### src/rtl/logic_eqn_pkg.sv
// rtl/logic_eqn_pkg.sv - shared types and golden truth tables for the logic-equation BIST
//
// Purpose: FSM state encoding, vector count and the golden truth tables of the
// two-output equation unit F1 = XZ + YZ', F2 = XY' + YZ'. Tables are indexed by
// vec = {X,Y,Z}.
// Ports: none (package).

package logic_eqn_pkg;

    typedef enum logic [1:0] {
        IDLE   = 2'd0,
        DRIVE  = 2'd1,
        SAMPLE = 2'd2,
        DONE   = 2'd3
    } state_e;

    localparam int NUM_VEC = 8;

    // Bit v is the expected output for vector v.
    localparam logic [NUM_VEC-1:0] F1_TT = 8'b1110_0100;
    localparam logic [NUM_VEC-1:0] F2_TT = 8'b0111_0100;

    function automatic logic [1:0] golden_lookup(input logic [2:0] vec);
        return {F1_TT[vec], F2_TT[vec]};
    endfunction

endpackage

### src/rtl/logic_eqn_golden.sv
// rtl/logic_eqn_golden.sv - combinational golden model of the two-output equation unit
//
// Purpose: maps the vector under test to the expected F1/F2 values.
// Ports:
//   vec_i     in   3  vector under test, {X,Y,Z}
//   f1_exp_o  out  1  expected F1
//   f2_exp_o  out  1  expected F2

module logic_eqn_golden
    import logic_eqn_pkg::*;
(
    input  logic [2:0] vec_i,
    output logic       f1_exp_o,
    output logic       f2_exp_o
);

    assign {f1_exp_o, f2_exp_o} = golden_lookup(vec_i);

endmodule

### src/rtl/logic_eqn_bist_ctrl.sv
// rtl/logic_eqn_bist_ctrl.sv - BIST sequencer sweeping and checking the logic-equation unit
//
// Purpose: on start, drives all 8 {X,Y,Z} vectors into the equation unit, holds
// each for SETTLE_CYCLES cycles, samples F1/F2 and compares them with the golden
// tables. Reports pass, mismatch count and a bitmap of failing vectors.
// Optional build macro STOP_ON_FAIL_EN: the first mismatch ends the sweep and the
// failing vector stays on x/y/z for debug.
// Ports:
//   clk_i        in   1  clock, rising edge
//   rst_i        in   1  synchronous active-high reset
//   start_i      in   1  start request, honoured in IDLE or DONE
//   x_o,y_o,z_o  out  1  registered test vector, {x,y,z} = vec
//   f1_i,f2_i    in   1  equation-unit outputs
//   busy_o       out  1  sweep in progress
//   done_o       out  1  sweep complete, held until restart or reset
//   pass_o       out  1  done with zero mismatches
//   fail_cnt_o   out  4  number of mismatching vectors
//   fail_vec_o   out  8  bit v set when vector v mismatched

module logic_eqn_bist_ctrl
    import logic_eqn_pkg::*;
#(
    parameter int unsigned SETTLE_CYCLES = 2
) (
    input  logic       clk_i,
    input  logic       rst_i,
    input  logic       start_i,
    output logic       x_o,
    output logic       y_o,
    output logic       z_o,
    input  logic       f1_i,
    input  logic       f2_i,
    output logic       busy_o,
    output logic       done_o,
    output logic       pass_o,
    output logic [3:0] fail_cnt_o,
    output logic [7:0] fail_vec_o
);

    localparam logic [3:0] SCNT_LAST = 4'(SETTLE_CYCLES - 1);
    localparam logic [2:0] VEC_LAST  = 3'(NUM_VEC - 1);

    state_e     state_q, state_d;
    logic [2:0] vec_q, vec_d;
    logic [3:0] scnt_q, scnt_d;
    logic [3:0] fail_cnt_q, fail_cnt_d;
    logic [7:0] fail_vec_q, fail_vec_d;

    logic f1_exp, f2_exp;
    logic mismatch;
    logic end_sweep;

    logic_eqn_golden u_golden (
        .vec_i    (vec_q),
        .f1_exp_o (f1_exp),
        .f2_exp_o (f2_exp)
    );

    assign mismatch = (f1_i != f1_exp) || (f2_i != f2_exp);

`ifdef STOP_ON_FAIL_EN
    assign end_sweep = mismatch || (vec_q == VEC_LAST);
`else
    assign end_sweep = (vec_q == VEC_LAST);
`endif

    always_ff @(posedge clk_i) begin
        if (rst_i) begin
            state_q    <= IDLE;
            vec_q      <= 3'd0;
            scnt_q     <= 4'd0;
            fail_cnt_q <= 4'd0;
            fail_vec_q <= 8'd0;
        end else begin
            state_q    <= state_d;
            vec_q      <= vec_d;
            scnt_q     <= scnt_d;
            fail_cnt_q <= fail_cnt_d;
            fail_vec_q <= fail_vec_d;
        end
    end

    always_comb begin
        state_d    = state_q;
        vec_d      = vec_q;
        scnt_d     = scnt_q;
        fail_cnt_d = fail_cnt_q;
        fail_vec_d = fail_vec_q;

        case (state_q)
            // IDLE and DONE share the restart path; results clear on the same
            // edge that enters DRIVE.
            IDLE, DONE: begin
                if (start_i) begin
                    state_d    = DRIVE;
                    vec_d      = 3'd0;
                    scnt_d     = 4'd0;
                    fail_cnt_d = 4'd0;
                    fail_vec_d = 8'd0;
                end
            end
            DRIVE: begin
                scnt_d = scnt_q + 4'd1;
                if (scnt_q == SCNT_LAST) begin
                    state_d = SAMPLE;
                end
            end
            SAMPLE: begin
                if (mismatch) begin
                    fail_vec_d[vec_q] = 1'b1;
                    fail_cnt_d        = fail_cnt_q + 4'd1;
                end
                // On the final vector vec is left alone so x/y/z keep showing it.
                if (end_sweep) begin
                    state_d = DONE;
                end else begin
                    state_d = DRIVE;
                    vec_d   = vec_q + 3'd1;
                    scnt_d  = 4'd0;
                end
            end
            default: begin
                state_d = IDLE;
            end
        endcase
    end

    // vec is only non-zero after a start, so IDLE always presents 000.
    assign {x_o, y_o, z_o} = vec_q;
    assign busy_o     = (state_q == DRIVE) || (state_q == SAMPLE);
    assign done_o     = (state_q == DONE);
    assign pass_o     = done_o && (fail_cnt_q == 4'd0);
    assign fail_cnt_o = fail_cnt_q;
    assign fail_vec_o = fail_vec_q;

endmodule

### config.mk
export PLATFORM = sky130hd
export DESIGN_NAME = logic_eqn_bist_ctrl
export DESIGN_NICKNAME = d
export VERILOG_FILES = /design/src/rtl/logic_eqn_pkg.sv /design/src/rtl/logic_eqn_golden.sv /design/src/rtl/logic_eqn_bist_ctrl.sv
export SDC_FILE = /design/constraint.sdc
export NUM_CORES = 1
export LEC_CHECK = 0
export ABC_AREA = 1
export BUFFER_PORTS_ARGS = -buffer_cell sky130_fd_sc_hd__buf_2
export CORE_MARGIN = 2
export CORE_UTILIZATION = 59
export CTS_CLUSTER_SIZE = 25
export DETAILED_ROUTE_END_ITERATION = 10
export PLACE_DENSITY_LB_ADDON = 0.2
export SYNTH_ARGS = -nofsm -noshare
export SYNTH_HDL_FRONTEND = slang
export SYNTH_SLANG_ARGS = --single-unit
### constraint.sdc
create_clock -name clk_i -period 3.7 [get_ports clk_i]
set_input_delay 0.74 -clock clk_i [delete_from_list [all_inputs] [get_ports clk_i]]
set_output_delay 0.74 -clock clk_i [all_outputs]
set_load 0.02 [all_outputs]
==> results.ini, run 1 <==
[cts]
cts_resized = 0
worstSkewPairLatency_ns = 0.32
cts_hold_buf = 0
cts.sinks = 23
cts_setup_buffers = 0
cts_htree_levels = 1
clockRootBuffer = clkbuf_4
cts_buffer_depth = 2
cts_tree = yes
cts-buffers-inserted = 3
clk_pin_slew_ns = 0.12

[yosys]
syn_nets = 222
synth_top_area_share_pct = 32.7
synthDistinctLibCells = 23
ys_ff_latch = 23
avgSynthCellArea_um2 = 6.81
netlist_area_um2 = 1410
yosysWarnings = 0
seq_area_frac_synth_pct = 32.7
syn_inst = 207
yosys-top-cells-area = dfxtp_1 (33%), nand2_1 (14%), ha_1 (8.9%)
synth_top_area_cell = dfxtp_1

[setup_path]
path_buf_inv = 3
critPathKind = register to output port
crit_fanout = 4
cp_top_family = flip-flops
arrival_ns = 1.44
timing.critical_path.slowest_stage_cell = dfxtp_1
worst_setup_path_start_kind = register
crit_start = state_q[0]$_SDFFE_PP0P_
worst_ep_required_time_ns = 2.96
max_stage_delay_ns = 0.40
path_cells = inv_1 > ha_1 > inv_2 > buf_2
endpoint_kind = output port
r2r_start = state_q[0]$_SDFFE_PP0P_

[drt]
first_pass_iters = 4
post_drt_wl_per_cell_um = 11.1
drc = 0
drt-initial-drc-count = 52
avgViaCountPerCell = 5.25
routed_wl_um = 2820
ant_nets = 0
via_count = 1334

[sta]
worst_pin_slew_ns = 0.663
period_needed_ns = 2.18
finClkSkew_ns = 0.00478
grt_setup_unrepaired = no
period_share_pct = 58.9
timing.slew.headroom_pct = 55.8
finalSetupTns_ns = 0
slew_violations = 0
max_clock_freq_mhz = 459
setup_violations = 0
finalHoldViolations = 0

[global_routing]
grt_pass1_wl_um = 4850
grt_usage_pct = 23.5
grt_pass1_vias = 1194
grt_start_max_net_pins = 23
antenna_found_initial = 0
overflow = 0

[layout]
diodes = 0
syn2layout_area_growth_pct = 8.70
final_layout_size_suffix_gt1_share_pct = 16.8
mostFrequentLayoutCell = nand2_1
layout_common_cells = nand2_1 (51), inv_1 (26), dfxtp_1 (23)
nets = 242
fillers = 211

[status]
status = completed

[placement]
dp_hpwl_um = 2110
portBuffers = 22
routabilityCongestion = 0.865

[pwr]
p_leak_nw = 0.766
ir_worst_vdd_mv = 0.454
total_power_mw = 1.02
cellPowerDensity_nw_per_um2 = 668

[run]
maxCapViolCount = 0

[hold_path]
min_path_type = register to register
hp-start = fail_vec_o[3]$_SDFFE_PP0P_

[die]
rows = 17
dieArea_um2 = 2800
die-height_um = 52.9
start_util_pct = 63.1
die_x_um = 52.9
io-pin-count = 23
core_um2 = 2230

[cells by family after synthesis]
| group | synth area share (%) |
|---|---|
| buf+inv | 11.0 |
| simple gates | 37.0 |
| flops | 32.7 |
| fa+ha+maj | 8.87 |
| compound gates | 10.5 |
[synth_stat cells, drive strengths merged]
library cell,number
a211oi,1
a21boi,3
a21oi,15
buf,7
dfxtp,23
ha,10
inv,28
nand2,55
nand3,22
nand4,7
nor2,24
nor3,3
o211ai,1
o21ai,7
or2,1
[stage by stage]
stage	std cells	instance area [µm²]	worst slack, ns	hold WS [ns]	utilization, %
3_5_place_dp	250	1510	1.60	0.479	67.4
3_3_place_gp	250	1510	1.70	0.469	67.4
6_report	254	1530	1.52	0.492	68.6
2_1_floorplan	207	1410	1.78	0.476	-
5_1_grt	254	1530	1.25	0.512	68.6
4_1_cts	254	1530	1.51	0.496	68.6
[worst register-to-register path, stage by stage (launching register included)]
cell	delay, ns
dfxtp_1	0.36
inv_1	0.08
ha_1	0.58
nand3_1	0.53
nand2_1	0.32
nand2_1	0.09
a21oi_1	0.13
[power by group]
group,switching (mW),leakage [nW],internal (mW)
combinational,0.348,0.560,0.179
sequential,0.0686,0.188,0.312
clock,0.0766,0.0177,0.0406
[cell type report]
type / count / area, µm² / share of cell area, %
flip-flops and latches: 23 / 460 / 30.0
clock buffers: 3 / 22.5 / 1.47
repair buffers: 22 / 110 / 7.18
inverters: 28 / 105 / 6.86
multi-input cells: 149 / 795 / 51.8
clock inverters: 1 / 5.00 / 0.327
well taps: 28 / 35.0 / 2.29
[routing by layer]
metal | up-vias | GRT usage (%) | wire [µm]
li1 | 703 | - | -
met1 | 596 | 28.2 | 1350
met2 | 30 | 41.3 | 1310
met3 | 5 | 2.54 | 110
met4 | 0 | 11.5 | 55
met5 | - | 0 | 0
[flip-flops by register name, summed over array words and instances, names as in the netlist]
register / flops
state_q: 2
scnt_q: 4
vec_q: 3
fail_cnt_o: 4
fail_vec_o: 8
f1_exp: 1
f2_exp: 1
[path summary, 6_finish.rpt]
| check | end | slack, ns | cells past startpoint |
|---|---|---|---|
| hold / removal | fail_vec_o[3]$_SDFFE_PP0P_ | 0.49 | 2 |
| hold reg to reg | fail_vec_o[3]$_SDFFE_PP0P_ | 0.49 | 2 |
| setup reg to reg | fail_cnt_o[2]$_SDFFE_PP0P_ | 1.55 | 6 |
| setup / recovery | busy_o | 1.52 | 4 |
No activity file was read; power rests on OpenSTA's default activity.
==> run 2, diff against run 1 <==
--- a/config.mk
+++ b/config.mk
@@ -5,10 +5,10 @@
 export SDC_FILE = /design/constraint.sdc
 export NUM_CORES = 1
 export LEC_CHECK = 0
-export ABC_AREA = 1
+export ABC_AREA = 0
 export BUFFER_PORTS_ARGS = -buffer_cell sky130_fd_sc_hd__buf_2
 export CORE_MARGIN = 2
-export CORE_UTILIZATION = 59
+export CORE_UTILIZATION = 48
 export CTS_CLUSTER_SIZE = 25
 export DETAILED_ROUTE_END_ITERATION = 10
 export PLACE_DENSITY_LB_ADDON = 0.2
==> constraint.sdc (replaced) <==
create_clock -name clk_i -period 2 [get_ports clk_i]
set_input_delay 0.4 -clock clk_i [delete_from_list [all_inputs] [get_ports clk_i]]
set_output_delay 0.4 -clock clk_i [all_outputs]
set_load 0.02 [all_outputs]
==> results.ini, run 2 <==
[setup_path]
endpoint_kind = register  ; was output port
worst_ep_required_time_ns = 2.28  ; was 2.96 ns
critPathKind = register to register  ; was register to output port
arrival_ns = 2.17  ; was 1.44 ns
crit_fanout = 6  ; was 4
rrSetupSlack_ns = 0.11  ; was 1.55 ns
worst_setup_path_start_kind = register  ; unchanged

[pwr]
switching_power_mw = 0.371  ; was 0.493 mW
combPwrFrac_pct = 31.8  ; was 51.4%
p_clk_share_pct = 20.6  ; was 11.4%
ir_worst_vdd_mv = 0.482  ; was 0.454 mV
p_int_mw = 0.682  ; was 0.531 mW
switching_share_pct = 35.3  ; was 48.2%
p_leak_nw = 0.622  ; was 0.766 nW
p_seq_share_pct = 47.6  ; was 37.1%
cellPowerDensity_nw_per_um2 = 760  ; was 668 nW/µm²

[cts]
cts_tree = yes  ; unchanged
clockRootBuffer = clkbuf_4  ; unchanged
cts-buffers-inserted = 3  ; unchanged
worstSkewPairLatency_ns = 0.32  ; about the same
cts_buffer_depth = 2  ; unchanged
cts_resized = 0  ; unchanged
clk_pin_slew_ns = 0.13  ; was 0.12 ns
cts_htree_levels = 1  ; unchanged
cts.sinks = 23  ; unchanged
cts_hold_buf = 0  ; unchanged
cts_setup_buffers = 0  ; unchanged

[die]
rows = 18  ; was 17
dieArea_um2 = 2940  ; was 2800 µm²
die-height_um = 54.3  ; was 52.9 µm
io-pin-count = 23  ; unchanged
die_x_um = 54.3  ; was 52.9 µm
start_util_pct = 49.8  ; was 63.1%
core_um2 = 2430  ; was 2230 µm²

[status]
status = completed  ; unchanged

[sta]
slew_violations = 0  ; unchanged
setup_violations = 0  ; unchanged
period_needed_ns = 1.89
max_clock_freq_mhz = 528
grt_setup_unrepaired = no  ; unchanged
period_share_pct = 94.7
worst_pin_slew_ns = 0.507  ; was 0.663 ns
finClkSkew_ns = 0.00425  ; was 0.00478 ns
finalSetupTns_ns = 0  ; unchanged
setup_ws_ns = 0.105  ; was 1.52 ns
timing.slew.headroom_pct = 66.0  ; was 55.8%
finalHoldViolations = 0  ; unchanged

[placement]
portBuffers = 22  ; unchanged
dp_hpwl_um = 1790  ; was 2110 µm
routabilityCongestion = 0.766  ; was 0.865
place_ws_ns = 0.142  ; was 1.60 ns

[yosys]
avgSynthCellArea_um2 = 9.18  ; was 6.81 µm²
synth_top_area_cell = dfxtp_1  ; unchanged
synthMostInstantiatedCell = dfxtp_1  ; was nand2_1
synth-edff-count = 0  ; unchanged
syn_inst = 132  ; was 207
netlist_top_cells_count = dfxtp_1 (23), ha_1 (10), nor2_1 (10), a21oi_1 (9)  ; was nand2_1 (51), inv_1 (26), dfxtp_1 (23), nand3_1 (21), nor2_1 (19)
seq_area_frac_synth_pct = 38.0  ; was 32.7%
ys_ff_latch = 23  ; unchanged
yosys-top-cells-area = dfxtp_1 (38%), ha_1 (10%), mux2i_1 (4.1%)  ; was dfxtp_1 (33%), nand2_1 (14%), ha_1 (8.9%)
netlist_area_um2 = 1210  ; was 1410 µm²
ys.flop_type = dfxtp_1  ; unchanged
synth_top_area_share_pct = 38.0  ; was 32.7%
synthDistinctLibCells = 40  ; was 23
syn_nets = 147  ; was 222
async_flop_share_pct = 0  ; unchanged
yosysWarnings = 0  ; unchanged

[layout]
largest_reg_flops = 8  ; unchanged
nets = 170  ; was 242
mostFrequentLayoutCell = dfxtp_1  ; was nand2_1
final_core_util_pct = 57.0  ; was 68.6%
diodes = 0  ; unchanged
final_layout_size_suffix_gt1_share_pct = 23.4  ; was 16.8%
layout_common_cells = dfxtp_1 (23), buf_2 (22), nor2_1 (10), ha_1 (10), a21oi_1 (9)  ; was nand2_1 (51), inv_1 (26), dfxtp_1 (23)
syn2layout_area_growth_pct = 14.3  ; was 8.70%

[drt]
routed_wl_um = 2440  ; was 2820 µm
post_drt_wl_per_cell_um = 13.3  ; was 11.1 µm
drc = 0  ; unchanged
first_pass_iters = 4  ; unchanged
drt-initial-drc-count = 6  ; was 52
ant_nets = 0  ; unchanged
avgViaCountPerCell = 5.47  ; was 5.25
via_count = 1006  ; was 1334

[global_routing]
overflow = 0  ; unchanged
grt_pass1_vias = 832  ; was 1194
grt_pass1_wl_um = 3580  ; was 4850 µm
antenna_found_initial = 0  ; unchanged
grt_start_max_net_pins = 16  ; was 23
grt_usage_pct = 16.7  ; was 23.5%

[hold_path]
min_path_type = input port to register  ; was register to register

[run]
maxCapViolCount = 0  ; unchanged

[run 2: changes by cell type in the layout (fill, tap and decap cells not counted), moves of 5 or more]
cell,before,now
nand2_1,51,8
inv_1,26,8
nand3_1,21,3
nor2_1,19,10
nand4_1,7,0
a21oi_1,15,9
nor3_1,3,8
[run 2: final timing paths]
| path | cells past startpoint | to | startpoint |
|---|---|---|---|
| max | 6 | fail_vec_o[2]$_SDFFE_PP0P_ | state_q[0]$_SDFFE_PP0P_ |
| min | 2 | scnt_q[0]$_SDFFE_PP0P_ | rst_i |
| max reg2reg | 6 | fail_vec_o[2]$_SDFFE_PP0P_ | state_q[0]$_SDFFE_PP0P_ |
| min reg2reg | 1 | fail_vec_o[6]$_SDFFE_PP0P_ | fail_vec_o[6]$_SDFFE_PP0P_ |
[run 2: power groups by stage]
stage          Clock (mW)  Sequential (mW)  Combinational [mW]
4_1_cts             0.225            0.502               0.326
5_1_grt             0.240            0.504               0.371
2_1_floorplan           0            0.513               0.246
6_report            0.217            0.501               0.335
3_3_place_gp            0            0.510               0.316
3_5_place_dp            0            0.512               0.324
[run 2: layer usage]
layer	global-route usage (%)	wire, µm	up-vias
li1	-	-	513
met1	22.5	1190	460
met2	26.3	1080	28
met3	2.46	131	5
met4	7.50	39	0
met5	0	0	-
[run 2: final cells by class]
type                            instances  area, µm²
Timing Repair Buffer                   23        118
Clock buffer                            3       22.5
Clock inverter                          1       5.00
Multi-Input combinational cell         96        713
Tap cell                               30       37.5
Inverter                                8       30.0
Fill cell                             209       1050
Sequential cell                        23        460
[run 2: cell families after synthesis]
group	synth area share, %
DFF	38.0
muxes	5.99
adders and majority gates	10.3
buffers and inverters	4.13
and+or+nand+nor	20.4
AOI/OAI and AO/OA	19.7
xor gates and xnor gates	1.45
[run 2: stage by stage]
stage	cell area (µm²)	power, mW	hold slack, ns	instances
2_1_floorplan	1210	0.758	0.460	132
3_3_place_gp	1350	0.826	0.444	180
3_5_place_dp	1350	0.836	0.449	180
4_1_cts	1380	1.05	0.431	184
5_1_grt	1390	1.11	0.469	184
6_report	1390	1.05	0.436	184
[run 2: worst max-delay path, stage by stage (launching register included)]
cell and delay (ns):
dfxtp_1 0.42, inv_1 0.06, ha_1 0.38, and2b_1 0.28, a211o_1 0.34, nor4b_2 0.23, o21a_1 0.13
==> run 3, diff against run 2 <==
--- a/config.mk
+++ b/config.mk
@@ -7,6 +7,7 @@
 export LEC_CHECK = 0
 export ABC_AREA = 0
 export BUFFER_PORTS_ARGS = -buffer_cell sky130_fd_sc_hd__buf_2
+export CORE_ASPECT_RATIO = 0.7
 export CORE_MARGIN = 2
 export CORE_UTILIZATION = 48
 export CTS_CLUSTER_SIZE = 25
==> results.ini, run 3 (synthesis gave the netlist of run 2 again) <==
[die]
io-pin-count = 23  ; unchanged
core_um2 = 2420  ; was 2430 µm²
die-height_um = 46.1  ; was 54.3 µm
rows = 15  ; was 18
dieArea_um2 = 2950  ; was 2940 µm²
die_x_um = 64.1  ; was 54.3 µm
start_util_pct = 50.1  ; was 49.8%

[layout]
layout_common_cells = dfxtp_1 (22), buf_2 (22), nor2_1 (10), ha_1 (10), a21oi_1 (9)  ; was dfxtp_1 (23), buf_2 (22), nor2_1 (10), ha_1 (10), a21oi_1 (9)
nets = 170  ; unchanged
syn2layout_area_growth_pct = 14.2  ; was 14.3%
final_layout_size_suffix_gt1_share_pct = 24.0  ; was 23.4%
largest_reg_flops = 8  ; unchanged
diodes = 0  ; unchanged

[global_routing]
overflow = 0  ; unchanged
grt_pass1_vias = 916  ; was 832
grt_start_max_net_pins = 16  ; unchanged
antenna_found_initial = 0  ; unchanged
grt_usage_pct = 18.7  ; was 16.7%
grt_pass1_wl_um = 4230  ; was 3580 µm

[setup_path]
crit_fanout = 6  ; unchanged
reg2reg_depth = 6  ; unchanged
worst_setup_path_start_kind = register  ; unchanged
worst_ep_required_time_ns = 2.27  ; was 2.28 ns
endpoint_kind = register  ; unchanged
arrival_ns = 2.15  ; was 2.17 ns
crit_start = state_q[0]$_SDFFE_PP0P_  ; unchanged
r2r_start = state_q[0]$_SDFFE_PP0P_  ; unchanged
critPathKind = register to register  ; unchanged
r2r-end = fail_vec_o[2]$_SDFFE_PP0P_  ; unchanged
rrSetupSlack_ns = 0.12  ; was 0.11 ns

[placement]
portBuffers = 22  ; unchanged
place_ws_ns = 0.0588  ; was 0.142 ns
dp_hpwl_um = 1880  ; was 1790 µm
routabilityCongestion = 0.857  ; was 0.766

[sta]
period_needed_ns = 1.88  ; was 1.89 ns
finClkSkew_ns = 0.000661  ; was 0.00425 ns
slew_violations = 0  ; unchanged
setup_violations = 0  ; unchanged
finalSetupTns_ns = 0  ; unchanged
timing.slew.headroom_pct = 70.1  ; was 66.0%
finalHoldViolations = 0  ; unchanged
setup_ws_ns = 0.117  ; was 0.105 ns
period_share_pct = 94.1  ; was 94.7%
worst_pin_slew_ns = 0.445  ; was 0.507 ns
max_clock_freq_mhz = 531  ; was 528 MHz
grt_setup_unrepaired = no  ; unchanged

[pwr]
switching_share_pct = 35.7  ; was 35.3%
cellPowerDensity_nw_per_um2 = 768  ; was 760 nW/µm²
ir_worst_vdd_mv = 0.349  ; was 0.482 mV
p_seq_share_pct = 47.3  ; was 47.6%
combPwrFrac_pct = 32.0  ; was 31.8%
p_leak_nw = 0.621  ; was 0.622 nW
switching_power_mw = 0.380  ; was 0.371 mW
p_clk_share_pct = 20.7  ; was 20.6%
p_int_mw = 0.684  ; was 0.682 mW

[status]
status = completed  ; unchanged

[run]
maxCapViolCount = 0  ; unchanged

[hold_path]
hold_end = scnt_q[0]$_SDFFE_PP0P_  ; unchanged
hold_path_depth = 2  ; unchanged
hp-start = rst_i  ; unchanged
min_path_type = input port to register  ; unchanged

[cts]
cts_tree = yes  ; unchanged
worstSkewPairLatency_ns = 0.32  ; about the same
cts_buffer_depth = 2  ; unchanged
clk_pin_slew_ns = 0.13  ; about the same
clockRootBuffer = clkbuf_4  ; unchanged
cts.sinks = 23  ; unchanged
cts_htree_levels = 1  ; unchanged
cts-buffers-inserted = 3  ; unchanged

[drt]
post_drt_wl_per_cell_um = 13.4  ; was 13.3 µm
routed_wl_um = 2530  ; was 2440 µm
ant_nets = 0  ; unchanged
avgViaCountPerCell = 5.44  ; was 5.47
first_pass_iters = 4  ; unchanged
drc = 0  ; unchanged
drt-initial-drc-count = 48  ; was 6
via_count = 1022  ; was 1006

==> run 3: changes by cell type in the layout (fill, tap and decap cells not counted) <==
cell	previous run	this run
dfxtp_1	23	22
dfxtp_2	0	1
a211oi_4	1	0
a211oi_2	0	1
==> run 3: critical path, stage by stage, from the launching register on <==
cell     delay (ns)
dfxtp_2        0.39
inv_1          0.05
ha_1           0.39
and2b_1        0.27
a211o_1        0.35
nor4b_2        0.25
o21a_1         0.14
==> run 3: power groups by stage <==
| stage | Sequential, mW | Combinational [mW] | Clock (mW) |
|---|---|---|---|
| floorplan | 0.513 | 0.246 | 0 |
| global placement | 0.510 | 0.318 | 0 |
| detailed placement | 0.513 | 0.327 | 0 |
| CTS | 0.502 | 0.330 | 0.224 |
| global route | 0.506 | 0.372 | 0.242 |
| finish | 0.504 | 0.340 | 0.220 |
==> run 3: how the worst max path moves through the flow <==
stage                                            end  slack [ns]
after floorplan           fail_vec_o[2]$_SDFFE_PP0P_        0.32
after global placement    fail_vec_o[2]$_SDFFE_PP0P_        0.20
after detailed placement  fail_vec_o[2]$_SDFFE_PP0P_        0.06
after CTS                 fail_vec_o[2]$_SDFFE_PP0P_        0.02
after global routing      fail_vec_o[2]$_SDFFE_PP0P_        0.05
final                     fail_vec_o[2]$_SDFFE_PP0P_        0.12
==> run 3: routing by layer <==
metal / GRT usage [%] / vias up / routed length, µm
li1: - / 520 / -
met4: 3.91 / 0 / 15
met1: 26.2 / 475 / 1330
met5: 0 / - / 0
met3: 5.13 / 2 / 123
met2: 29.0 / 25 / 1060
==> run 3: per-stage QoR <==
| step | std cells | area [µm²] | hold slack [ns] | utilization (%) | total power [mW] |
|---|---|---|---|---|---|
| finish | 188 | 1390 | 0.425 | 57.2 | 1.06 |
| global route | 188 | 1390 | 0.442 | 57.2 | 1.12 |
| CTS | 188 | 1380 | 0.424 | 57.0 | 1.06 |
| detailed placement | 184 | 1350 | 0.447 | 55.9 | 0.840 |
| global placement | 184 | 1350 | 0.443 | 55.9 | 0.828 |
| floorplan | 132 | 1210 | 0.460 | - | 0.758 |
==> run 3: final cells by class <==
cell class | count | area (µm²)
Timing Repair Buffer | 23 | 118
Clock buffer | 3 | 22.5
Clock inverter | 1 | 5.00
Fill cell | 226 | 1040
Sequential cell | 23 | 462
Multi-Input combinational cell | 96 | 706
Inverter | 8 | 30.0
Tap cell | 34 | 42.5
==> run 3: timing repair <==
| item | in CTS | in global routing |
|---|---|---|
| hold buffers | 0 | 0 |
| resized for setup | 0 | 2 |
| hold endpoints to repair | 0 | 0 |
| setup buffers | 0 | 0 |
| endpoints found under the setup margin | 0 | 6 |
